### src/rtl/alu_pkg.sv
// Shared ALU encodings: select codes, aluop values and R-type funct
// fields, imported by the ID/EX feed stage and by the ALU itself.
package alu_pkg;

    localparam logic [2:0] ALU_ADD = 3'b000;
    localparam logic [2:0] ALU_SUB = 3'b001;
    localparam logic [2:0] ALU_AND = 3'b010;
    localparam logic [2:0] ALU_OR  = 3'b011;
    localparam logic [2:0] ALU_NOR = 3'b100;
    localparam logic [2:0] ALU_SLT = 3'b101;

    localparam logic [1:0] AOP_ADD   = 2'b00;
    localparam logic [1:0] AOP_SUB   = 2'b01;
    localparam logic [1:0] AOP_RTYPE = 2'b10;
    localparam logic [1:0] AOP_ORI   = 2'b11;

    localparam logic [5:0] FN_ADD = 6'b100000;
    localparam logic [5:0] FN_SUB = 6'b100010;
    localparam logic [5:0] FN_AND = 6'b100100;
    localparam logic [5:0] FN_OR  = 6'b100101;
    localparam logic [5:0] FN_NOR = 6'b100111;
    localparam logic [5:0] FN_SLT = 6'b101010;

endpackage

### src/rtl/alu_ctrl_dec.sv
// ALU control decoder: aluop/funct -> 3-bit ALU select plus a raw
// unsupported-funct flag. Ports: i_aluop, i_funct -> o_sel, o_illegal.
module alu_ctrl_dec
    import alu_pkg::*;
(
    input  logic [1:0] i_aluop,
    input  logic [5:0] i_funct,
    output logic [2:0] o_sel,
    output logic       o_illegal
);

    always_comb begin
        o_sel     = ALU_ADD;
        o_illegal = 1'b0;
        unique case (i_aluop)
            AOP_ADD: o_sel = ALU_ADD;
            AOP_SUB: o_sel = ALU_SUB;
            AOP_ORI: o_sel = ALU_OR;
            AOP_RTYPE: begin
                unique case (i_funct)
                    FN_ADD:  o_sel = ALU_ADD;
                    FN_SUB:  o_sel = ALU_SUB;
                    FN_AND:  o_sel = ALU_AND;
                    FN_OR:   o_sel = ALU_OR;
                    FN_NOR:  o_sel = ALU_NOR;
                    FN_SLT:  o_sel = ALU_SLT;
                    default: o_illegal = 1'b1;
                endcase
            end
            default: o_sel = ALU_ADD;
        endcase
    end

endmodule

### src/rtl/id_ex_alu_feed.sv
// ID/EX stage feeding the ALU: registers decoded fields, picks the
// immediate or register operand, and forwards from EX/MEM and MEM/WB.
// Inputs: clk, rst_n, stall, flush, id_* fields, exm_*/mwb_* writers.
// Outputs: op1, op2, sel, ex_valid, ex_rd, ex_regwrite, illegal.
module id_ex_alu_feed
    import alu_pkg::*;
#(
    parameter int DW = 32,
    parameter int RW = 5
)(
    input  logic          clk,
    input  logic          rst_n,
    input  logic          stall,
    input  logic          flush,
    input  logic          id_valid,
    input  logic [1:0]    id_aluop,
    input  logic [5:0]    id_funct,
    input  logic [DW-1:0] id_rs_data,
    input  logic [DW-1:0] id_rt_data,
    input  logic [15:0]   id_imm,
    input  logic          id_alusrc,
    input  logic [RW-1:0] id_rs,
    input  logic [RW-1:0] id_rt,
    input  logic [RW-1:0] id_rd,
    input  logic          id_regwrite,
    input  logic          exm_regwrite,
    input  logic [RW-1:0] exm_rd,
    input  logic [DW-1:0] exm_data,
    input  logic          mwb_regwrite,
    input  logic [RW-1:0] mwb_rd,
    input  logic [DW-1:0] mwb_data,
    output logic [DW-1:0] op1,
    output logic [DW-1:0] op2,
    output logic [2:0]    sel,
    output logic          ex_valid,
    output logic [RW-1:0] ex_rd,
    output logic          ex_regwrite,
    output logic          illegal
);

    logic [2:0]    w_sel;
    logic          w_bad;
    logic [DW-1:0] w_imm_ext;
    logic [DW-1:0] w_fwd_a;
    logic [DW-1:0] w_fwd_b;

    logic          r_valid;
    logic          r_regwrite;
    logic [RW-1:0] r_rd;
    logic [2:0]    r_sel;
    logic          r_illegal;
    logic [RW-1:0] r_rs;
    logic [RW-1:0] r_rt;
    logic [DW-1:0] r_rs_data;
    logic [DW-1:0] r_rt_data;
    logic [DW-1:0] r_imm;
    logic          r_alusrc;

    alu_ctrl_dec u_dec (
        .i_aluop   (id_aluop),
        .i_funct   (id_funct),
        .o_sel     (w_sel),
        .o_illegal (w_bad)
    );

    // ORI zero-extends; every other immediate form sign-extends.
    assign w_imm_ext = (id_aluop == AOP_ORI)
                     ? {{(DW-16){1'b0}}, id_imm}
                     : {{(DW-16){id_imm[15]}}, id_imm};

    always_ff @(posedge clk or negedge rst_n) begin
        if (!rst_n) begin
            r_valid    <= 1'b0;
            r_regwrite <= 1'b0;
            r_rd       <= '0;
            r_sel      <= ALU_ADD;
            r_illegal  <= 1'b0;
            r_rs       <= '0;
            r_rt       <= '0;
            r_rs_data  <= '0;
            r_rt_data  <= '0;
            r_imm      <= '0;
            r_alusrc   <= 1'b0;
        end else if (flush) begin
            r_valid    <= 1'b0;
            r_regwrite <= 1'b0;
            r_rd       <= '0;
            r_sel      <= ALU_ADD;
            r_illegal  <= 1'b0;
            r_rs       <= '0;
            r_rt       <= '0;
            r_rs_data  <= '0;
            r_rt_data  <= '0;
            r_imm      <= '0;
            r_alusrc   <= 1'b0;
        end else if (!stall) begin
            r_valid    <= id_valid;
            // an unsupported funct must never write the register file
            r_regwrite <= id_regwrite & ~w_bad;
            r_rd       <= id_rd;
            r_sel      <= w_sel;
            r_illegal  <= w_bad & id_valid;
            r_rs       <= id_rs;
            r_rt       <= id_rt;
            r_rs_data  <= id_rs_data;
            r_rt_data  <= id_rt_data;
            r_imm      <= w_imm_ext;
            r_alusrc   <= id_alusrc;
        end
    end

    // Younger result (EX/MEM) wins; register 0 is never forwarded.
    always_comb begin
        w_fwd_a = r_rs_data;
        if (exm_regwrite && exm_rd == r_rs && r_rs != '0)
            w_fwd_a = exm_data;
        else if (mwb_regwrite && mwb_rd == r_rs && r_rs != '0)
            w_fwd_a = mwb_data;
    end

    always_comb begin
        w_fwd_b = r_rt_data;
        if (exm_regwrite && exm_rd == r_rt && r_rt != '0)
            w_fwd_b = exm_data;
        else if (mwb_regwrite && mwb_rd == r_rt && r_rt != '0)
            w_fwd_b = mwb_data;
    end

    assign op1         = w_fwd_a;
    assign op2         = r_alusrc ? r_imm : w_fwd_b;
    assign sel         = r_sel;
    assign illegal     = r_illegal;
    assign ex_valid    = r_valid;
    assign ex_rd       = r_rd;
    assign ex_regwrite = r_regwrite & r_valid;

endmodule

### config.mk
export PLATFORM = sky130hd
export DESIGN_NAME = id_ex_alu_feed
export DESIGN_NICKNAME = d
export VERILOG_FILES = /design/src/rtl/alu_pkg.sv /design/src/rtl/alu_ctrl_dec.sv /design/src/rtl/id_ex_alu_feed.sv
export SDC_FILE = /design/constraint.sdc
export NUM_CORES = 1
export LEC_CHECK = 0
export ABC_AREA = 1
export BUFFER_PORTS_ARGS = -buffer_cell sky130_fd_sc_hd__buf_2
export CAP_MARGIN = 20
export CORE_ASPECT_RATIO = 0.5
export CORE_MARGIN = 10
export CORE_UTILIZATION = 50
export CTS_CLUSTER_SIZE = 24
export DETAILED_ROUTE_END_ITERATION = 6
export GPL_ROUTABILITY_DRIVEN = 0
export HOLD_SLACK_MARGIN = 0.1
export PLACE_DENSITY = 0.9
export SYNTH_ARGS = -nofsm -noshare
export SYNTH_HDL_FRONTEND = slang
export SYNTH_SLANG_ARGS = --single-unit
### constraint.sdc
create_clock -name clk -period 2.3 [get_ports clk]
set_clock_uncertainty 0.1 [all_clocks]
set_input_delay 0.46 -clock clk [delete_from_list [all_inputs] [get_ports clk]]
set_output_delay 0.46 -clock clk [all_outputs]
set_load 0.01 [all_outputs]
[Yosys cells after proc, flatten, opt, wreduce, memory -nomap -nowiden]
Cells that the tools add are included.
Storage, ports and cells
  memory bits (writable): 0
  memories kept: 0
  ROM bits: 0
  bits in registers: 118
  latch bits: 0
  bits of input ports: 186
Operators by class
  order comparisons: 0
  divide/modulo/power cells: 0
  equal/unequal tests: 14
  add/subtract/negate cells: 0
  shift-type cells: 0
  bitwise operators: 4
  multipliers: 0
  reductions and logical operators: 12
  multiplexer cells: 32
Operator list (number)
  $mux 32: 12
  $eq 6x6->1 const B: 6
  $mux 5: 6
  $eq 5x5->1: 4
  $pmux 3 s5: 1
  $pmux 3 s4: 1
  $mux 1: 10
  $reduce_bool 5->1: 2
  $logic_and 1x1->1: 8
  $mux 3: 2
  $reduce_or 6->1: 1
  $eq 2x2->1 const B: 2
  $and 1x1->1: 3
  $eq 2x1->1 const B: 1
  $logic_not 2->1: 1
  $ne 2x1->1 const B: 1
  $not 1->1: 1

[Longest topological paths before layout]
Gate-level depths: netlist (run 1).
  depth after elaboration: 8
  depth in mapped cells: 12
  mapped depth without buffers: 11

[By module]
A second synthesis (run 1) with hierarchy kept.
Unflattened totals
  cells, all modules: 1092
  area total of the unflattened synthesis: 6874.1 µm²
By module, submodules not included
  id_ex_alu_feed: times used 1, area each 6723.9 µm², cells an instance 1063
  alu_ctrl_dec: times used 1, area each 150.1 µm², cells an instance 29

[Least setup slack after synthesis (run 1)]
OpenSTA, ideal clock, no wires.
  kind: input port to output port
  start point: input exm_rd[4]
  end point: output op2[10]
  setup slack: 0.395 ns
  path buffers: 1
  stages: 10
  arrival: 1.345 ns
  cells stage by stage: inv_1 -> nand2_1 -> nand2_1 -> nand3_1 -> nor2_2 -> nand2_1 -> buf_2 -> nand3_1 -> nand2_1 -> nand2_1
On the way
  word-level cells in the longest chain between the ends: 5
RTL lines
  start: declaration: line id_ex_alu_feed.sv:27  | input logic [RW-1:0] exm_rd,
  $eq 5x5->1: line id_ex_alu_feed.sv:123  | if (exm_regwrite && exm_rd == r_rt && r_rt != '0)
  $logic_and 1x1->1 (2 in a row): line id_ex_alu_feed.sv:123
  $mux 32: line id_ex_alu_feed.sv:123
  $mux 32: line id_ex_alu_feed.sv:130  | assign op2 = r_alusrc ? r_imm : w_fwd_b;
  end: declaration: line id_ex_alu_feed.sv:33  | output logic [DW-1:0] op2,
No other way between the ends.

[Worst setup path in the final report (run 1)]
  start point: register r_rt[4]
  end point: output op2[13]
On the way
  word-level cells in the longest chain between the ends: 6
RTL lines
  start: declaration: line id_ex_alu_feed.sv:53  | logic [RW-1:0] r_rt;
  start signal: assignment: line id_ex_alu_feed.sv:104  | r_rt <= id_rt;
  $eq 5x5->1: line id_ex_alu_feed.sv:125  | else if (mwb_regwrite && mwb_rd == r_rt && r_rt != '0)
  $logic_and 1x1->1 (2 in a row): line id_ex_alu_feed.sv:125
  $mux 32: line id_ex_alu_feed.sv:125
  $mux 32 *: line id_ex_alu_feed.sv:123
  $mux 32 *: line id_ex_alu_feed.sv:130
Every way passes the cells marked *; elsewhere a longest branch is shown, timed or not.

==> impl_metrics.json, run 1 <==
{
  "fmax_mhz": 347,
  "drc_errors": 132,
  "m1_gr_usage": 0.330,
  "timing_hold_violations_final": 0,
  "routed-via-count": 9176,
  "netlist_instances": 1055,
  "worst_hold_slack_ps": 63.9,
  "synth-main-ff-cell": "dfrtp_1",
  "ant_nets_after_route": 0,
  "synth_edf_count": 0,
  "cts_max_path_buffers": 2,
  "power.ir.vdd_worst_v": 0.000361,
  "path_cells": "buf_4 -> nand2_1 -> nand2_1 -> nand2_1 -> nor2_4 -> buf_12 -> nand3_2 -> nand3_1 -> nand2_1 -> nand2_2 -> buf_6",
  "numCtsBuffers": 9,
  "internal_power_uw": 3300,
  "synth.ff_latch_count": 103,
  "worst_ep_required_time_ps": 1740,
  "switching_power_uw": 1640,
  "detail_route.iter0.violations": 1702,
  "timing.critical_path.arrival_ps": 2320,
  "critical-path-top-cell-by-count": "nand2_1",
  "coreArea_um2": 13000,
  "worst_setup_path_end_kind": "primary output",
  "first_pass_iters": 7,
  "maxCapViolations": 0,
  "post_synthesis_net_count": 1241,
  "crit_start": "r_rt[4]",
  "grt_max_degree": 104,
  "hold_path_class": "primary input to async pin",
  "fp.dieW_um": 185,
  "timing.final.max_slew_violations": 0,
  "setup_repair_after_global_routing_missed_its_margin": "yes",
  "path_class": "flip-flop to primary output",
  "asyncSetResetFlopFracSynth": 1.00,
  "sequentialPowerShare": 0.400,
  "power.static_leakage_uw": 0.00554,
  "globalRoute.totalOverflow": 0,
  "global_route_wire_length_before_repair_um": 43200,
  "global_route_track_usage_on_met2": 0.474,
  "slowest_library_cell_on_the_worst_path": "dfrtp_1",
  "ff2ff_setup_slack_ps": 1100,
  "number_of_antenna_violations_at_the_first_check_in_global_routing": 1,
  "placement.io_buffers": 260,
  "clock_latency_late_sink_ps": 340,
  "most_common_library_cell_in_the_layout_ignoring_fill_and_taps": "nand2_1",
  "layout-drive-gt1-share": 0.292,
  "worstSetupStartpointType": "flip-flop",
  "cp_max_fo": 32,
  "start_util": 0.523,
  "post-route-min-period_ps": 2880,
  "globalRouteTotalUtil": 0.283,
  "cts_root_buffer": "clkbuf_16",
  "share_clk_of_total_power": 0.325,
  "htreeDepth": 3,
  "failed_checks": "design-rule violations, negative setup slack",
  "post_synth_num_cell_types": 28,
  "finish.net_count": 1494,
  "power-per-cell-area_nw_per_um2": 526,
  "clock-sinks": 103,
  "tightest_slew_ps": 681,
  "die_footprint_um2": 18900,
  "reg2reg_end": "r_rt[4]",
  "area_delta_synth_final_pct": 38.5,
  "power_frac_comb": 0.275,
  "synth_top_area_cells": "dfrtp_1, nand2_1, nand3_1",
  "synth.cell_area_um2": 6770,
  "globalRouteMet3Util": 0.0882,
  "worst_relative_slew_slack": 0.545,
  "final_core_util": 0.724,
  "detail_route.wirelength_um": 32300,
  "synth.yosys.seq_area_share": 0.381,
  "std_cell_rows": 29,
  "wl_per_cell_um": 21.8,
  "setup-violations-final": 64,
  "run_status": "complete, but fails checks",
  "synth_top_area_share": 0.381,
  "power_switching_share": 0.332,
  "die_height_um": 102,
  "tritoncts": "done",
  "place.detailed.hpwl_um": 19000,
  "clk_transition_reported_paths_ps": 80,
  "layout.cells.most_common_list": "nand2_1, buf_2, nand3_1",
  "grt_busiest_layer": "met2",
  "setup_ws_ps": -579,
  "detail_route.vias_per_cell": 6.18,
  "netlist.top_cell.by_area": "dfrtp_1",
  "fillers": 958,
  "ff2ff_path_depth": 3,
  "min_period_over_period": 1.25,
  "grt_pass1_vias": 8585,
  "postSynthAreaPerCell_um2": 6.42,
  "synthesis.yosys.warnings": 0,
  "timing.critical_path.slowest_cell_delay_ps": 470,
  "timing.rr.start": "r_rt[4]",
  "i_o_pin_count": 261,
  "cts_hold_buffers": 0
}
-- state kept, by name, indices dropped and copies added (netlist names) --
signal,flops
r_rs_data,32
r_rt_data,32
r_imm,17
ex_rd,5
r_rs,5
r_rt,5
sel,3
ex_valid,1
illegal,1
r_alusrc,1
r_regwrite,1
-- stage by stage --
step	total power, uW	setup slack (ps)	cells	cell area [um^2]	setup TNS, ps
final	4930	-579	1484	9380	-22180
after global routing	5090	-583	1484	9380	-25350
after CTS	4730	-209	1474	9020	-10110
after detailed placement	3050	4.49	1443	8310	0
after global placement	3030	27.6	1443	8310	0
after floorplan	2530	395	1055	6770	0
-- per-layer routing --
layer,wire [um],vias to the layer above
met5,0,-
met4,2240,0
met3,5070,287
met2,13900,926
met1,11000,4118
li1,-,3845
-- power groups by stage --
stage | registers [uW] | clock network [uW] | logic (uW)
2_1_floorplan | 1990 | 0 | 544
3_3_place_gp | 1990 | 0 | 1030
3_5_place_dp | 2000 | 0 | 1060
4_1_cts | 1960 | 1600 | 1180
5_1_grt | 1980 | 1670 | 1440
6_report | 1970 | 1600 | 1360
-- synth_stat cells, types with 2 or more instances --
cell type,number
o21ai_0,46
nand2_1,407
clkbuf_1,24
nand3_1,233
buf_2,40
nand4_1,3
buf_1,3
inv_1,113
o211ai_1,3
buf_6,3
dfrtp_1,103
nor2_2,6
inv_2,12
nor2_1,10
clkinv_1,2
nand3b_1,32
nand2_2,2
a21oi_1,3
-- final cells by class --
class                   instances  area (um^2)  share of cell area
diodes                          1         2.50            0.000267
flip-flops and latches        103         2580               0.275
clock buffers                   9          225              0.0240
repair buffers                313         2260               0.241
inverters                     127          477              0.0508
well taps                     170          213              0.0227
clock inverters                 7         76.3             0.00814
multi-input cells             754         3540               0.378
-- worst max-delay path by stage --
stage / to / slack (ps) / depth (start not counted)
6_report: op2[13] / -580 / 11
3_5_place_dp: op2[23] / 4 / 12
5_1_grt: op2[13] / -580 / 12
3_3_place_gp: op1[7] / 30 / 9
4_1_cts: op2[10] / -210 / 13
2_1_floorplan: op2[10] / 400 / 10
-- cells by family (layout without fill, tap and decap cells) --
group,after synthesis,after routing,synth area share
AND/OR/NAND/NOR,697,697,0.454
other,0,1,0
buffers and inverters,198,456,0.121
XOR/XNOR,1,1,0.00129
AO/OA/AOI/OAI,56,56,0.0436
flip-flops,103,103,0.381
-- worst max-delay path, delay by kind of cell, from the launching register on --
kind / cells / cell delay, ps
simple gates: 8 / 1000
buf+inv: 3 / 480
flops: 1 / 470
-- timing repair --
item / in CTS / in global routing
gates resized for setup: 45 / 43
endpoints found under the setup margin: 64 / 64
cloned: 6 / 7
setup buffers: 9 / 4
endpoints found under the hold margin: 0 / 0
pin swaps: 19 / 24
Power figures use the tool's default switching activity.
==> inputs of run 2 (changes only) <==
==> constraint.sdc (replaced) <==
create_clock -name clk -period 2.3 [get_ports clk]
set_clock_uncertainty 0.1 [all_clocks]
set_input_delay 0.46 -clock clk [delete_from_list [all_inputs] [get_ports clk]]
set_output_delay 0.46 -clock clk [all_outputs]
set_load 0.02 [all_outputs]
==> run 2 against run 1 <==
Against the previous run:
- the flow still finishes with violations (design-rule violations, negative setup slack)
- wire length fell by 3.0%
- setup slack improved by 120 ps
- combinational power up 7%
- clock-buffer cell count up 1
- cell count is 0.67% lower
- cell area increased by 4.4%
- fmax rose by 4.2%
- clock power up 11%
- flip-flop and latch count did not move
- critical path type unchanged
- largest cell class unchanged
- highest routed layer unchanged
==> impl_metrics.json, run 2 (same netlist as run 1, synthesis figures left out) <==
{
  "htreeDepth": 3,
  "critical-path-top-cell-by-count": "nand2_1",
  "dp_worst_setup_slack_ps": -32.0,
  "cts_root_buffer": "clkbuf_16",
  "globalRoute.totalOverflow": 0,
  "worst_hold_slack_ps": 64.5,
  "detail_route.wirelength_um": 31300,
  "ant_nets_after_route": 0,
  "failed_checks": "design-rule violations, negative setup slack",
  "detail_route.iter0.violations": 1593,
  "timing.critical_path.slowest_cell_delay_ps": 430,
  "coreArea_um2": 13000,
  "drc_errors": 32,
  "final_core_util": 0.756,
  "layout.cells.most_common_list": "nand2_1, buf_2, nand3_1",
  "postPlaceCellArea_um2": 8300,
  "power.static_leakage_uw": 0.00553,
  "worst_setup_path_end_kind": "primary output",
  "final_area_um2": 9790,
  "run_status": "complete, but fails checks",
  "grt_max_degree": 104,
  "slowest_library_cell_on_the_worst_path": "dfrtp_1",
  "path_cells": "inv_2 -> nand2_2 -> nand2_2 -> nand3_2 -> nor2_4 -> clkbuf_16 -> nand3_1 -> nand2_1 -> inv_1 -> nand2_1 -> nand2_1 -> buf_6",
  "place.detailed.hpwl_um": 19200,
  "cp_top_family": "simple AND/OR/NAND/NOR gates",
  "power.ir.vdd_worst_v": 0.000361,
  "global_route_wire_length_before_repair_um": 41300,
  "worst_relative_slew_slack": 0.477,
  "worst_ep_required_time_ps": 1740,
  "grt_pass1_vias": 8401,
  "wl_per_cell_um": 21.3,
  "layout-drive-gt1-share": 0.348,
  "number_of_antenna_violations_at_the_first_check_in_global_routing": 1,
  "i_o_pin_count": 261,
  "routed-via-count": 9101,
  "std_cell_rows": 29,
  "globalRouteTotalUtil": 0.268,
  "clock-sinks": 103,
  "maxCapViolations": 0,
  "numCtsBuffers": 9,
  "largest_registers": "r_rs_data: 32 flops, r_rt_data: 32 flops, r_imm: 17 flops",
  "fillers": 831,
  "fp.dieW_um": 185,
  "clk_transition_reported_paths_ps": 80,
  "setup_ws_ps": -463,
  "placement.io_buffers": 260,
  "hold_path_class": "primary input to async pin",
  "die_footprint_um2": 18900,
  "fmax_mhz": 362,
  "min_period_over_period": 1.20,
  "cp_max_fo": 16,
  "post-route-min-period_ps": 2760,
  "die_height_um": 102,
  "detail_route.vias_per_cell": 6.17,
  "ff2ff_setup_slack_ps": 1220,
  "setup-violations-final": 64,
  "finish.net_count": 1483,
  "tightest_slew_ps": 782,
  "power-per-cell-area_nw_per_um2": 531,
  "worstSetupStartpointType": "flip-flop",
  "path_class": "flip-flop to primary output",
  "tritoncts": "done",
  "first_pass_iters": 7,
  "power.total_uw": 5200,
  "clock_latency_late_sink_ps": 350,
  "most_common_library_cell_in_the_layout_ignoring_fill_and_taps": "nand2_1",
  "timing.critical_path.arrival_ps": 2200,
  "critical_path.n_buffers_inverters": 4,
  "start_util": 0.523,
  "cts_max_path_buffers": 2,
  "timing.final.max_slew_violations": 0,
  "area_delta_synth_final_pct": 44.6,
  "setup_repair_after_global_routing_missed_its_margin": "yes",
  "timing_hold_violations_final": 0
}
==> run 2: changes by cell type in the layout (fill, tap and decap cells not counted), moves of 3 or more <==
cell     change
nand2_1     -57
nand2_2     +47
buf_2       -39
buf_6       +32
nand3_1     -24
nand3_2     +21
nand2_4      +9
buf_12       -4
buf_16       -4
buf_4        +3
nand3_4      +3
==> run 2: worst paths after layout <==
kind | start | end | depth (start not counted)
max | r_rt[4] | op2[17] | 12
min in group clk | id_imm[8] | r_imm[8] | 3
min | rst_n | ex_rd[0] | 2
max reg2reg | r_rs[2] | r_rs[2] | 4
max in group asynchronous | rst_n | r_rt_data[27] | 2
min reg2reg | sel[1] | sel[1] | 2
==> run 2: layout make-up <==
cell class                 count  area (um^2)  area share
antenna                        2         5.00    0.000511
clock buffer                  10          239      0.0244
clock inverter                 6         96.3     0.00984
inverter                     127          477      0.0487
multi-input combinational    754         3900       0.398
sequential                   103         2580       0.263
tap                          170          213      0.0217
timing repair buffer         302         2290       0.233
==> run 2: stage by stage <==
step	setup TNS [ps]	std cells
floorplan	0	1055
global placement	-28.6	1442
detailed placement	-229	1442
CTS	-10020	1462
global route	-27810	1473
finish	-22320	1474
==> run 2: worst register-to-register path, delay by kind of cell (launching register included) <==
family                 cells  cell delay, ps
DFF                        1             380
AOI/OAI and AO/OA          1             170
buffers and inverters      3             340
==> run 2: power by group <==
part,internal (uW),switching [uW]
clock network,1000,766
registers,1910,64.6
logic,556,903
total,3470,1730
==> run 2: metal layers <==
metal  global-route usage  vias up  part of all wire
met4                0.134        0             0.070
met1                0.319     4096              0.34
met5                    0        -                 0
li1                     -     3821                 -
met3               0.0715      271              0.14
met2                0.447      913              0.45
==> run 2: repair_timing <==
item / 4_1_cts / 5_1_grt
pin swaps: 4 / 31
resized for setup: 89 / 168
setup endpoints to repair: 64 / 64
buffers inserted: 3 / 2
cloned: 1 / 8
hold buffers: 0 / 0
